**src/rtl/regfile_pkg.sv**
```systemverilog
// -----------------------------------------------------------------------------
// regfile_pkg
// Shared constants for the register file slice: default geometry of the file
// and the architectural indices of the registers the testbench hooks use.
// No ports (package).
// -----------------------------------------------------------------------------
package regfile_pkg;

   // Default geometry: 32 registers of 32 bits (RV32I).
   localparam int ADDRESS_WIDTH = 5;
   localparam int DATA_WIDTH    = 32;

   // Named architectural registers.
   localparam int REG_ZERO = 0;
   localparam int REG_T0   = 5;
   localparam int REG_A0   = 10;

endpackage

```
**src/rtl/regfile_sb_if.sv**
```systemverilog
// -----------------------------------------------------------------------------
// regfile_sb_if
// Bundles the read, write, claim, trigger and debug signals of the register
// file. The pipeline (or testbench) side uses the master modport, the register
// file itself uses the slave modport.
//   ra         : packed read addresses, port i at [i*ADDRESS_WIDTH +: ADDRESS_WIDTH]
//   rd         : packed read data, same packing as ra
//   busy       : per-port outstanding-write flag
//   we/wa/wd   : write port
//   claim_en/claim_addr : destination claim from issue
//   trigger    : forces the trigger register to 1
//   a0         : stored contents of the exported register
// -----------------------------------------------------------------------------
interface regfile_sb_if #(
   parameter int ADDRESS_WIDTH = 5,
   parameter int DATA_WIDTH    = 32,
   parameter int NUM_READ      = 2
);
   import regfile_pkg::*;

   logic [NUM_READ*ADDRESS_WIDTH-1:0] ra;
   logic [NUM_READ*DATA_WIDTH-1:0]    rd;
   logic [NUM_READ-1:0]               busy;
   logic                              we;
   logic [ADDRESS_WIDTH-1:0]          wa;
   logic [DATA_WIDTH-1:0]             wd;
   logic                              claim_en;
   logic [ADDRESS_WIDTH-1:0]          claim_addr;
   logic                              trigger;
   logic [DATA_WIDTH-1:0]             a0;

   modport master (
      output ra, we, wa, wd, claim_en, claim_addr, trigger,
      input  rd, busy, a0
   );

   modport slave (
      input  ra, we, wa, wd, claim_en, claim_addr, trigger,
      output rd, busy, a0
   );

endinterface

```
**src/rtl/regfile_sb_scoreboard.sv**
```systemverilog
// -----------------------------------------------------------------------------
// reg_scoreboard
// One pending bit per register, set by a claim from issue and cleared by the
// write that retires it, plus the per-read-port busy flags used by decode to
// stall on RAW hazards.
//   clk, rst      : clock, asynchronous active-high reset
//   i_we, i_wa    : write port (clears pending)
//   i_claimEn, i_claimAddr : claim (sets pending)
//   i_ra          : packed read addresses
//   o_busy        : per-port busy flags
// -----------------------------------------------------------------------------
module reg_scoreboard #(
   parameter int ADDRESS_WIDTH = regfile_pkg::ADDRESS_WIDTH,
   parameter int NUM_READ      = 2
) (
   input  logic                              clk,
   input  logic                              rst,
   input  logic                              i_we,
   input  logic [ADDRESS_WIDTH-1:0]          i_wa,
   input  logic                              i_claimEn,
   input  logic [ADDRESS_WIDTH-1:0]          i_claimAddr,
   input  logic [NUM_READ*ADDRESS_WIDTH-1:0] i_ra,
   output logic [NUM_READ-1:0]               o_busy
);
   import regfile_pkg::*;

   localparam int NUM_REGS = 2**ADDRESS_WIDTH;

   logic [NUM_REGS-1:0] r_pending;

   // Pending bits. The claim is tested first so that a claim and a write to the
   // same register in one cycle leave the bit set: the claim belongs to a newer
   // instruction than the one retiring. Bit 0 is never set, so x0 never reads
   // as busy.
   always_ff @(posedge clk or posedge rst) begin
      if (rst) begin
         r_pending <= '0;
      end else begin
         for (int k = 1; k < NUM_REGS; k++) begin
            if (i_claimEn && i_claimAddr == ADDRESS_WIDTH'(k)) begin
               r_pending[k] <= 1'b1;
            end else if (i_we && i_wa == ADDRESS_WIDTH'(k)) begin
               r_pending[k] <= 1'b0;
            end
         end
      end
   end

   // A write presented in the same cycle is forwarded by the bypass, so it
   // already satisfies the hazard and masks the busy flag.
   for (genvar gi = 0; gi < NUM_READ; gi++) begin : g_busy
      logic [ADDRESS_WIDTH-1:0] w_ra;
      assign w_ra = i_ra[gi*ADDRESS_WIDTH +: ADDRESS_WIDTH];
      assign o_busy[gi] = (w_ra != ADDRESS_WIDTH'(REG_ZERO)) && r_pending[w_ra] &&
                          !(i_we && i_wa == w_ra);
   end

endmodule

```
**src/rtl/regfile_sb.sv**
```systemverilog
// -----------------------------------------------------------------------------
// regfile_sb
// RISC-V integer register file with NUM_READ combinational read ports, one
// write port with same-cycle write-to-read bypass, hardwired-zero x0, a
// trigger that forces TRIGGER_REG to 1, a debug export of OUT_REG and a
// pending-write scoreboard.
//   clk, rst : clock, asynchronous active-high reset
//   bus      : regfile_sb_if slave (read/write/claim/trigger/debug signals)
// -----------------------------------------------------------------------------
module regfile_sb #(
   parameter int ADDRESS_WIDTH = regfile_pkg::ADDRESS_WIDTH,
   parameter int DATA_WIDTH    = regfile_pkg::DATA_WIDTH,
   parameter int NUM_READ      = 2,
   parameter int TRIGGER_REG   = regfile_pkg::REG_T0,
   parameter int OUT_REG       = regfile_pkg::REG_A0
) (
   input logic        clk,
   input logic        rst,
   regfile_sb_if.slave bus
);
   import regfile_pkg::*;

   localparam int NUM_REGS = 2**ADDRESS_WIDTH;

   logic [DATA_WIDTH-1:0] r_regs [1:NUM_REGS-1];
   logic [DATA_WIDTH-1:0] w_file [NUM_REGS];

   // Register storage for x1 upwards. The trigger is checked before the write
   // so that it wins a same-cycle collision on TRIGGER_REG.
   always_ff @(posedge clk or posedge rst) begin
      if (rst) begin
         for (int k = 1; k < NUM_REGS; k++) begin
            r_regs[k] <= '0;
         end
      end else begin
         for (int k = 1; k < NUM_REGS; k++) begin
            if (bus.trigger && k == TRIGGER_REG) begin
               r_regs[k] <= DATA_WIDTH'(1);
            end else if (bus.we && bus.wa == ADDRESS_WIDTH'(k)) begin
               r_regs[k] <= bus.wd;
            end
         end
      end
   end

   // Full architectural view with x0 tied to zero, so reads can index it
   // directly without an out-of-range slot.
   always_comb begin
      w_file[0] = '0;
      for (int k = 1; k < NUM_REGS; k++) begin
         w_file[k] = r_regs[k];
      end
   end

   // Read muxes: x0 first, then the bypass from the write port, then storage.
   // The trigger is deliberately not bypassed.
   for (genvar gi = 0; gi < NUM_READ; gi++) begin : g_read
      logic [ADDRESS_WIDTH-1:0] w_ra;
      assign w_ra = bus.ra[gi*ADDRESS_WIDTH +: ADDRESS_WIDTH];
      assign bus.rd[gi*DATA_WIDTH +: DATA_WIDTH] =
         (w_ra == ADDRESS_WIDTH'(REG_ZERO)) ? '0 :
         (bus.we && bus.wa == w_ra)         ? bus.wd :
                                              w_file[w_ra];
   end

   // Debug export comes straight from storage, never from the bypass.
   assign bus.a0 = w_file[ADDRESS_WIDTH'(OUT_REG)];

   reg_scoreboard #(
      .ADDRESS_WIDTH (ADDRESS_WIDTH),
      .NUM_READ      (NUM_READ)
   ) u_scoreboard (
      .clk         (clk),
      .rst         (rst),
      .i_we        (bus.we),
      .i_wa        (bus.wa),
      .i_claimEn   (bus.claim_en),
      .i_claimAddr (bus.claim_addr),
      .i_ra        (bus.ra),
      .o_busy      (bus.busy)
   );

endmodule

```
**src/flat_wrapper.sv**
```systemverilog
// flat-port wrapper written by rule: the top's interface ports become plain ports
module regfile_sb_flat import regfile_pkg::*;
#(
   parameter int ADDRESS_WIDTH = regfile_pkg::ADDRESS_WIDTH,
   parameter int DATA_WIDTH    = regfile_pkg::DATA_WIDTH,
   parameter int NUM_READ      = 2,
   parameter int TRIGGER_REG   = regfile_pkg::REG_T0,
   parameter int OUT_REG       = regfile_pkg::REG_A0
)
  (clk, rst, bus_ra, bus_we, bus_wa, bus_wd, bus_claim_en, bus_claim_addr, bus_trigger, bus_rd, bus_busy, bus_a0);
  regfile_sb_if #(.ADDRESS_WIDTH(ADDRESS_WIDTH), .DATA_WIDTH(DATA_WIDTH), .NUM_READ(NUM_READ)) bus_i ();
  input logic clk;
  input logic rst;
  input wire logic [$bits(bus_i.ra)-1:0] bus_ra;
  input wire logic [$bits(bus_i.we)-1:0] bus_we;
  input wire logic [$bits(bus_i.wa)-1:0] bus_wa;
  input wire logic [$bits(bus_i.wd)-1:0] bus_wd;
  input wire logic [$bits(bus_i.claim_en)-1:0] bus_claim_en;
  input wire logic [$bits(bus_i.claim_addr)-1:0] bus_claim_addr;
  input wire logic [$bits(bus_i.trigger)-1:0] bus_trigger;
  output wire logic [$bits(bus_i.rd)-1:0] bus_rd;
  output wire logic [$bits(bus_i.busy)-1:0] bus_busy;
  output wire logic [$bits(bus_i.a0)-1:0] bus_a0;
  assign bus_i.ra = bus_ra;
  assign bus_i.we = bus_we;
  assign bus_i.wa = bus_wa;
  assign bus_i.wd = bus_wd;
  assign bus_i.claim_en = bus_claim_en;
  assign bus_i.claim_addr = bus_claim_addr;
  assign bus_i.trigger = bus_trigger;
  assign bus_rd = bus_i.rd;
  assign bus_busy = bus_i.busy;
  assign bus_a0 = bus_i.a0;
  regfile_sb #(.ADDRESS_WIDTH(ADDRESS_WIDTH), .DATA_WIDTH(DATA_WIDTH), .NUM_READ(NUM_READ), .TRIGGER_REG(TRIGGER_REG), .OUT_REG(OUT_REG)) u_core (.clk(clk), .rst(rst), .bus(bus_i));
endmodule
```
**config.mk**
```make
export PLATFORM = sky130hd
export DESIGN_NAME = regfile_sb_flat
export DESIGN_NICKNAME = d
export VERILOG_FILES = /design/src/rtl/regfile_pkg.sv /design/src/rtl/regfile_sb_if.sv /design/src/rtl/regfile_sb_scoreboard.sv /design/src/rtl/regfile_sb.sv /design/src/flat_wrapper.sv
export SDC_FILE = /design/constraint.sdc
export NUM_CORES = 2
export LEC_CHECK = 0
export BUFFER_PORTS_ARGS = -buffer_cell sky130_fd_sc_hd__buf_4
export CAP_MARGIN = 20
export CORE_MARGIN = 10
export CORE_UTILIZATION = 55
export CTS_CLUSTER_DIAMETER = 50
export DETAILED_ROUTE_END_ITERATION = 7
export PLACE_DENSITY = 0.68
export SYNTH_ARGS = -nofsm -noshare
export SYNTH_HDL_FRONTEND = slang
export SYNTH_SLANG_ARGS = --single-unit
```
**constraint.sdc**
```tcl
create_clock -name clk -period 64.4 [get_ports clk]
set_clock_uncertainty 0.05 [all_clocks]
set_input_delay 12.88 -clock clk [delete_from_list [all_inputs] [get_ports clk]]
set_output_delay 12.88 -clock clk [all_outputs]
set_load 0.02 [all_outputs]
```
Word level (Yosys, flattened, before mapping)
Index checks and enable logic that the tools add are counted.

Output and inout port bits: 98. Input bits: 57. Word-level logic and storage cells: 316. Bits in registers: 1023.

$lt $le $gt $ge: 4. Multiplexer cells: 78. Reductions and logical operators: 106. Equality and inequality tests: 64. Bitwise logic cells: 2.

Operator list (count): $bmux 32 s5 (2); $mux 32 (10); $eq 5x5->1 const B (32); $eq 5x4->1 const B (16); $logic_and 1x1->1 (68); $mux 1 (64); $reduce_bool 2->1 (32); $eq 5x3->1 const B (8); $eq 5x2->1 const B (4); $ge 6x6->1 const B (2); $lt 5x6->1 const B (2); $not 5->6 (2); $bmux 1 s5 (2); $eq 5x1->1 const B (2); $eq 5x5->1 (2); $logic_not 5->1 (2); $reduce_bool 5->1 (2); $logic_not 1->1 (2).

Longest topological paths before layout
Depth after elaboration: 6. Depth in mapped cells: 10. Mapped depth without buffers: 5.

Cells and area by module
From an unflattened synthesis, not the netlist that was laid out.

Cell total of the unflattened synthesis: 4059. Area total of the unflattened synthesis: 56344.0 sq um.

By module, submodules not included: regfile_sb (seq. area each 24823.8 sq um, cells each 3854, area an instance 54337.1 sq um, instances 1); reg_scoreboard (seq. area each 775.7 sq um, cells each 205, area an instance 2006.9 sq um, instances 1).

Least setup slack after synthesis
Ideal clock, no wire load.

Path type: input to output. Start: in bus_ra[7]. End: out bus_rd[54]. Setup slack: 36677 ps. Buffers on the path: 2. Required time: 51470 ps. Stages: 7. Arrival time: 14793 ps. Path through: buf_2 xor2_1 nor4_2 and2_1 clkbuf_1 nand2_1 a221oi_1.

Word-level cells in the longest chain between the ends: 6. Elaborated cells between the ends (all ways): 9. Those cells by class: eq/ne (1); mux (5); bitwise (1); reduce/logical (2).

RTL lines: start, declared (line flat_wrapper.sv:14) `input wire logic [$bits(bus_i.ra)-1:0] bus_ra;`; $not 5->6 (implied by the code) (line regfile_sb.sv:63) `w_file[w_ra];`; $bmux 32 s5 (line regfile_sb.sv:63); $mux 32 (implied by the code) (2 in series) (line regfile_sb.sv:63); $mux 32 (line regfile_sb.sv:62) `(bus.we && bus.wa == w_ra) ? bus.wd :`; $mux 32 * (line regfile_sb.sv:61) `(w_ra == ADDRESS_WIDTH'(REG_ZERO)) ? '0 :`; end, declared (line flat_wrapper.sv:21) `output wire logic [$bits(bus_i.rd)-1:0] bus_rd;`.

Mark *: on every way between the ends. The rest lies on a longest branch, timed or not. The select of a mux whose other input is x is not followed.

Final worst setup path
Start: in bus_ra[0]. End: out bus_rd[10].

The elaborated chain is that of the path after synthesis.

==> reports/qor.yml <==
worst_setup_path:
  cpMostUsedCell: "buf_4"
  endpoint_kind: "primary output"
  worstPathRequired_ns: 51.47
  path_cells: "buf_8, buf_4, buf_4, buf_4, mux4_2, nor2b_1, a211oi_1, a31oi_1, a221o_1, buf_4"
  cp-start-kind: "input pin"
  arrival_ns: 17.26
  cp_max_fo: 52
  critPathKind: "in2out"
  critPathMaxStageDelay_ns: 0.82
  cpMaxStageDelayCell: "buf_4"
finish:
  fin_area_mm2: 0.0621
  drive_gt1_share_pct: 51.4
  layout_common_cells: "dfrtp_1 (1,023), mux2_2 (1,022), mux4_2 (485)"
  area_growth_pct: 11.3
  finalNetCount: 3879
  final_common_cell: "dfrtp_1"
  nFillCells: 7589
  multiInputGateArea_mm2: 0.0282
  register_area_mm2: 0.0256
timing:
  slew_headroom_pct: 18.9
  max_freq_ghz: 0.0331
  period_share_pct: 46.9
  hold_slack_ns: 0.454
  setup_violations: 0
  tightest_slew_ns: 1.21
  finalSetupTns_ns: 0
  rsz0062_at_grt: "false"
  hold_viol_final: 0
  slew_viol_final: 0
  fin_crit_ns: 30.19
global_routing:
  globalRouteTotalUtil_pct: 31.8
  antenna_found_initial: 11
  grt_pass1_wl_um: 270000
  grt_busiest_layer: "met2"
  gr-total-overflow: 0
  met1_usage_pct: 44.0
  grt_util_met2_pct: 45.7
  first_global_vias: 38000
  use_met3_pct: 11.0
  grt_max_degree: 129
clocking:
  cts_resized: 0
  clk_latency_ns: 0.73
  cts_buffers: 132
  cts-root-buf: "clkbuf_16"
  post_cts_buffers: 0
  clkSinkCount: 1023
  htree_num_levels: 4
  cts_tree: "built"
  clockBufferDepth: 3
  cts_hold_buf: 0
  clk_pin_slew_ns: 0.06
power_and_ir_drop:
  ir_drop_mv: 0.0267
  p_per_area_mw_per_mm2: 33.0
  power.total_w: 0.00205
  power_leakage_nw: 26.7
placement:
  dpl_cell_area_mm2: 0.0575
  dp_hpwl_um: 111000
  port_buffers: 154
  gp_congestion: 0.872
flow_run:
  maxCapViolations: 0
drt:
  dr.pass1.iters: 6
  drt-wirelength-per-cell_um: 35.0
  drc_errors: 0
  antenna_left: 0
  viasPerCell: 7.14
  dr_total_vias: 37700
  initialDrtViolationCount: 4514
  wl_um: 185000
synth:
  synth-seq-cells: 1023
  synth.area.top_cells: "dfrtp_1 (46%), mux2_2 (21%), mux4_2 (20%), clkbuf_1 (1.4%), nand2_1 (1.3%)"
  synth_top_area_cell: "dfrtp_1"
  async_reset_ff_share_pct: 100
  synthFlopType: "dfrtp_1"
  synth.top_cell.area_share_pct: 45.9
  synth_edf_count: 0
  ys_seq_area_share_pct: 45.9
  synth_cell_types: 60
  syn_nets: 3931
  yosysWarnings: 1
  netlist_area_mm2: 0.0558
  postSynthCellCount: 3874
  synth_area_per_cell_um2: 14.4
status:
  status: "completed"
floorplanning:
  die_h_um: 338
  num_rows: 116
  io-pin-count: 155
  dieWidth_um: 338
  start_util_pct: 55.5
  core_region_area_mm2: 0.100
  dieArea_mm2: 0.115
min_path:
  hold_class: "reg2reg"
[logic make-up after synthesis]
kind of cell	after synthesis	synth area share, %
AOI/OAI and AO/OA	396	5.16
DFF	1023	45.9
muxes	1585	41.6
and+or+nand+nor	398	3.22
buffers and inverters	462	3.92
xor gates and xnor gates	10	0.157
[final timing paths]
check,startpoint,endpoint,slack (ns),cells after the start
max,bus_ra[0],bus_rd[10],34.21,10
max reg2reg,u_core.bus.a0[18],u_core.bus.a0[18],63.30,1
min reg2reg,u_core.u_scoreboard.r_pending[3],u_core.u_scoreboard.r_pending[3],0.45,2
max in group asynchronous,rst,u_core.r_regs[757],48.05,6
min in group asynchronous,rst,u_core.r_regs[74],12.27,2
min,u_core.u_scoreboard.r_pending[3],u_core.u_scoreboard.r_pending[3],0.45,2
[sequential cells by signal, summed over array words and instances (netlist names)]
signal and flops:
u_core.r_regs 960, u_core.bus.a0 32, u_core.u_scoreboard.r_pending 31
[report_power, final]
| part | internal, W | total [W] | leakage [nW] | switching (W) |
|---|---|---|---|---|
| logic | 0.000246 | 0.000431 | 11.4 | 0.000186 |
| registers | 0.000767 | 0.000862 | 13.1 | 0.0000956 |
| clock network | 0.000462 | 0.000752 | 2.18 | 0.000289 |
[final cells by class]
type,instances,share of cell area [%]
flip-flops and latches,1023,41.3
repair buffers,257,3.26
multi-input cells,2389,45.4
well taps,1357,2.74
clock inverters,45,0.875
diodes,3,0.0121
clock buffers,188,6.29
inverters,19,0.127
[metrics by stage]
step                      utilization [%]  std cells  worst slack [ns]
after floorplan                         -       3874             22.68
after global placement               57.3       5043             34.11
after detailed placement             57.3       5043             34.12
after CTS                            61.7       5276             34.13
after global routing                 61.8       5278             33.84
final                                61.8       5281             34.21
[cells in the mapped netlist, types with 3 or more instances]
| library cell | instances |
|---|---|
| nand2_1 | 187 |
| a21oi_1 | 43 |
| nor2_1 | 71 |
| o31ai_1 | 6 |
| nand2b_1 | 14 |
| a211oi_1 | 18 |
| a2111oi_0 | 8 |
| buf_6 | 13 |
| nand4_1 | 5 |
| nor3b_1 | 3 |
| nor3_1 | 41 |
| a221o_1 | 24 |
| mux2_1 | 13 |
| a31oi_1 | 6 |
| a221oi_1 | 37 |
| inv_1 | 16 |
| and3_1 | 10 |
| mux2_2 | 1022 |
| o221ai_1 | 9 |
| nand4b_1 | 3 |
| buf_4 | 49 |
| buf_2 | 136 |
| nor2b_1 | 19 |
| o31a_1 | 6 |
| a22o_1 | 46 |
| a32oi_1 | 13 |
| nand3b_1 | 3 |
| clkbuf_1 | 205 |
| o32a_1 | 3 |
| a22oi_1 | 54 |
| xor2_1 | 8 |
| and2_1 | 7 |
| o211ai_1 | 11 |
| o22ai_1 | 33 |
| mux2i_1 | 65 |
| dfrtp_1 | 1023 |
| mux4_2 | 485 |
| a21boi_0 | 3 |
| buf_1 | 40 |
| nand3_1 | 24 |
| o21ai_0 | 66 |
[worst max-delay path, delay by kind of cell]
kind	cells	cell delay [ns]
compound gates	3	0.84
buf+inv	5	2.73
mux	1	0.56
simple gates	1	0.14
[layer usage]
metal | routed length [um] | vias up | share of wire, %
met5 | 119 | - | 0.064
met4 | 8060 | 18 | 4.4
met3 | 21700 | 484 | 12
met2 | 81000 | 2218 | 44
met1 | 74000 | 20100 | 40
li1 | - | 14900 | -
Note: power is estimated with default switching activity, not from simulation.
